===== src/rtl/fe_pc_ctrl.sv =====
// Fetch-stage PC controller: sequences the fetch address, captures the FE latch,
// and applies branch redirects from AGEX with priority over DE stalls.
module fe_pc_ctrl #(
  parameter int                DBITS    = 32,
  parameter int                INSTBITS = 32,
  parameter logic [DBITS-1:0]  STARTPC  = 32'h0000_0000
) (
  input  logic                clk,
  input  logic                reset,
  input  logic                br_taken_i,
  input  logic [DBITS-1:0]    br_target_i,
  input  logic                stall_i,
  input  logic [INSTBITS-1:0] imem_rdata_i,
  output logic [DBITS-1:0]    pc_o,
  output logic                fe_valid_o,
  output logic [INSTBITS-1:0] fe_inst_o,
  output logic [DBITS-1:0]    fe_pc_o,
  output logic [DBITS-1:0]    fe_pcplus_o,
  output logic [DBITS-1:0]    fe_inst_count_o,
  output logic                squash_o,
  output logic [15:0]         redirect_cnt_o,
  output logic                misalign_err_o
);

  localparam logic [1:0] IDLE  = 2'd0;
  localparam logic [1:0] RUN   = 2'd1;
  localparam logic [1:0] HOLD  = 2'd2;
  localparam logic [1:0] REDIR = 2'd3;

  localparam logic [DBITS-1:0] PC_STEP   = DBITS'(4);
  localparam logic [DBITS-1:0] CNT_STEP  = DBITS'(1);
  localparam logic [DBITS-1:0] CNT_START = DBITS'(1);

  logic [1:0]       state_q;
  logic [1:0]       state_d;
  logic [DBITS-1:0] pc_q;
  logic [DBITS-1:0] count_q;
  logic [DBITS-1:0] pc_plus4;
  logic [DBITS-1:0] target_aligned;
  logic             fetch_en;

  assign pc_plus4       = pc_q + PC_STEP;
  assign target_aligned = {br_target_i[DBITS-1:2], 2'b00};
  // IDLE never fetches; a redirect or stall suppresses the fetch in any other state.
  assign fetch_en       = !br_taken_i && !stall_i && (state_q != IDLE);
  assign squash_o       = br_taken_i;
  assign pc_o           = pc_q;

  always_comb begin
    state_d = state_q;
    if (br_taken_i)          state_d = REDIR;
    else if (state_q == IDLE) state_d = RUN;
    else if (stall_i)        state_d = HOLD;
    else                     state_d = RUN;
  end

  always_ff @(posedge clk or negedge reset) begin
    if (!reset) begin
      state_q <= IDLE;
      pc_q    <= STARTPC;
      count_q <= CNT_START;
    end else begin
      state_q <= state_d;
      if (br_taken_i) begin
        pc_q <= target_aligned;
      end else if (fetch_en) begin
        pc_q    <= pc_plus4;
        count_q <= count_q + CNT_STEP;
      end
    end
  end

  always_ff @(posedge clk or negedge reset) begin
    if (!reset) begin
      fe_valid_o      <= 1'b0;
      fe_inst_o       <= '0;
      fe_pc_o         <= '0;
      fe_pcplus_o     <= '0;
      fe_inst_count_o <= '0;
    end else begin
      if (br_taken_i || state_q == IDLE) begin
        fe_valid_o <= 1'b0;
      end else if (fetch_en) begin
        fe_valid_o      <= 1'b1;
        fe_inst_o       <= imem_rdata_i;
        fe_pc_o         <= pc_q;
        fe_pcplus_o     <= pc_plus4;
        fe_inst_count_o <= count_q;
      end
    end
  end

  always_ff @(posedge clk or negedge reset) begin
    if (!reset) begin
      redirect_cnt_o <= '0;
      misalign_err_o <= 1'b0;
    end else if (br_taken_i) begin
      if (redirect_cnt_o != 16'hFFFF) redirect_cnt_o <= redirect_cnt_o + 16'd1;
      if (br_target_i[1:0] != 2'b00) misalign_err_o <= 1'b1;
    end
  end

endmodule

===== config.mk =====
export PLATFORM = sky130hd
export DESIGN_NAME = fe_pc_ctrl
export DESIGN_NICKNAME = d
export VERILOG_FILES = /design/src/rtl/fe_pc_ctrl.sv
export SDC_FILE = /design/constraint.sdc
export NUM_CORES = 1
export LEC_CHECK = 0
export ABC_AREA = 0
export CELL_PAD_IN_SITES_DETAIL_PLACEMENT = 0
export CELL_PAD_IN_SITES_GLOBAL_PLACEMENT = 2
export CORE_AREA = 2 2 190 192
export DETAILED_ROUTE_END_ITERATION = 10
export DIE_AREA = 0 0 192 194
export MAX_ROUTING_LAYER = met4
export PLACE_DENSITY = 0.72
export SYNTH_ARGS = -nofsm -noshare
export SYNTH_HDL_FRONTEND = slang
export SYNTH_SLANG_ARGS = --single-unit

===== constraint.sdc =====
create_clock -name clk -period 2.15 [get_ports clk]
set_input_delay 0.215 -clock clk [delete_from_list [all_inputs] [get_ports clk]]
set_output_delay 0.215 -clock clk [all_outputs]
set_load 0.005 [all_outputs]

==> flow_summary.json <==
{
  "clock_latency_ns": 0.53,
  "synth_edf_count": 0,
  "grt_util_all_layers_pct": 16.3,
  "final_common_cell": "nand2_1",
  "seqCellArea_sq_um": 5160,
  "clock_skew_ns": 0.00925,
  "final_max_slew_viol_count": 0,
  "cts_root_buffer": "clkbuf_16",
  "fin_hold_ws_ns": 0.176,
  "synth_ff_type": "dfrtp_1",
  "timing.setup.tns_ns": 0,
  "antenna_left": 0,
  "drtIter0Drc": 383,
  "yosys.cell_types.count": 54,
  "cp_slowest_stage_delay_ns": 0.36,
  "boundaryPins": 247,
  "end_kind": "register",
  "vias": 7578,
  "clk_pin_slew_ns": 0.06,
  "yosysTopAreaCellShare_pct": 56.6,
  "outcome": "finished clean",
  "crit_arrival_ns": 2.38,
  "layout_common_cells": "nand2_1, clkdlybuf4s50_1, dfrtp_1",
  "critPathSlowestCell": "dfrtp_1",
  "firstDrtPassIters": 4,
  "topRoutingLayerUsed": "met4",
  "p_per_area_nw_per_um2": 877,
  "yosys-top-cells-area": "dfrtp_1, nand2_1, xor2_1",
  "final_cells": 1714,
  "synth_cells": 959,
  "hpwl_mm": 21.0,
  "power.total_mw": 11.6,
  "max_freq_mhz": 508,
  "rrSetupSlack_ns": 0.18,
  "fin_area_sq_um": 13200,
  "start_util_pct": 25.7,
  "cp.required_ns": 2.56,
  "dieWidth_microns": 192,
  "syn_avg_cell_area_sq_um": 9.45,
  "min_path_type": "primary input to async pin",
  "port-buffer-count": 240,
  "dr_wl_met3_mm": 2.44,
  "cts_tree": "done",
  "cp-start-kind": "register",
  "drv_cap": 0,
  "finalCriticalPeriod_ns": 1.97,
  "gp_congestion": 0.769,
  "antenna_found_initial": 3,
  "cpLargestDelayFamily": "simple AND/OR/NAND/NOR gates",
  "finalCritPeriodShare_pct": 91.6,
  "drive_gt1_share_pct": 9.37,
  "drc": 0,
  "dieArea_sq_um": 37200,
  "vias_per_cell": 4.42,
  "path_class": "register to register",
  "met1_length_mm": 13.2,
  "multiInputGateArea_sq_um": 3630,
  "grt_pass1_vias": 7800,
  "place_area_sq_um": 12300,
  "synth_area_sq_um": 9060,
  "cts.sinks": 206,
  "seq_area_frac_synth_pct": 56.9,
  "leakagePower_nw": 5.98,
  "grt_max_degree": 66,
  "dpl.cell_count": 1661,
  "yosysTopAreaCell": "dfrtp_1",
  "clk_path_buf_depth": 3,
  "rsz0062_at_grt": "false",
  "critical_path.startpoint": "pc_o[3]",
  "grt-ovfl-total": 0,
  "syn_to_final_growth_pct": 45.8,
  "ys_ff_latch": 206,
  "wl_met2_mm": 13.4,
  "post-place-ws_ns": 0.118,
  "grt_pass1_wl_mm": 46.1,
  "finalSetupViolCount": 0,
  "wl_per_cell_microns": 17.2,
  "wirelength_mm": 29.4,
  "worst_slack_ns": 0.182,
  "hold_viol": 0,
  "rows": 69,
  "die_h_microns": 194,
  "fin_nets": 1300,
  "crit_chain": "ha_1 > nand3_4 > nor4_4 > buf_4 > nand4_2 > o211a_1 > a211o_1",
  "peakVddDrop_mv": 0.524,
  "r2r_start": "pc_o[3]",
  "synth-warning-count": 0,
  "htreeDepth": 1,
  "synthArstFlopShare_pct": 100,
  "cts_buffers": 26,
  "path_max_fanout": 8,
  "final_util_pct": 37.5,
  "core_region_area_sq_um": 35200,
  "cp.buffers_inverters": 1,
  "fill_cells": 3606
}
-- cell type report --
| cell class | instances | area share (%) |
|---|---|---|
| Antenna cell | 4 | 0.0758 |
| Sequential cell | 206 | 39.0 |
| Clock inverter | 9 | 0.928 |
| Clock buffer | 39 | 5.83 |
| Inverter | 6 | 0.171 |
| Tap cell | 461 | 4.37 |
| Multi-Input combinational cell | 692 | 27.5 |
| Timing Repair Buffer | 297 | 22.1 |
-- registers in the layout, indices dropped and copies added, names as in the netlist --
register         flops
fe_pc_o             30
pc_o                30
fe_valid_o           1
count_q             32
misalign_err_o       1
fe_pcplus_o         30
fe_inst_count_o     32
redirect_cnt_o      16
state_q              2
fe_inst_o           32
-- report_power, final --
| part | leakage (nW) | internal, mW | switching, mW | total (mW) |
|---|---|---|---|---|
| logic | 2.91 | 1.26 | 0.946 | 2.20 |
| registers | 2.63 | 4.39 | 0.450 | 4.84 |
| clock network | 0.439 | 2.82 | 1.72 | 4.54 |
-- worst reg2reg max path, cell delays in order, from the launching register on --
cell and delay [ns]:
dfrtp_1 0.36, ha_1 0.26, nand3_4 0.12, nor4_4 0.28, buf_4 0.21, nand4_2 0.16
o211a_1 0.26, a211o_1 0.21
-- path summary, 6_finish.rpt --
check                                 to  depth (start not counted)
min in group clk           fe_inst_o[27]                          3
min reg2reg                fe_inst_o[18]                          2
max reg2reg                     pc_o[30]                          7
min                          fe_pc_o[12]                          2
max                             pc_o[30]                          7
max in group asynchronous     count_q[0]                          3
-- synthesized netlist by cell type, types with 3 or more instances --
library cell and n:
nand2_1 381, dfrtp_1 205, clkbuf_1 43, xor2_1 43, o21ai_0 41, xnor2_1 33
nand3_1 31, nor2_1 29, nand4_1 22, o311ai_0 15, nor3_1 13, o211ai_1 11
buf_4 8, and4_1 7, and3_1 6, inv_1 6, buf_2 5, or3_1 5
nor4_1 4, a221o_1 3, ha_1 3, nand3_4 3
-- logic make-up after synthesis --
kind of cell,synth area share (%)
XOR/XNOR,7.35
AO/OA/AOI/OAI,6.34
adder cells (fa/ha/maj),0.414
AND/OR/NAND/NOR,25.5
flip-flops,56.9
other,0.0414
multiplexers,0.124
buffers and inverters,3.34
-- timing repair --
item / CTS / global route
hold endpoints to repair: 99 / 0
setup buffers: 0 / 0
setup endpoints to repair: 0 / 1
hold buffers: 1 / 0
resized for setup: 0 / 1
-- per-layer routing --
layer	vias up	track usage [%]
met4	0	3.05
li1	3718	-
met5	-	-
met3	37	5.21
met1	3636	21.5
met2	187	24.8
Power figures use the tool's default switching activity.
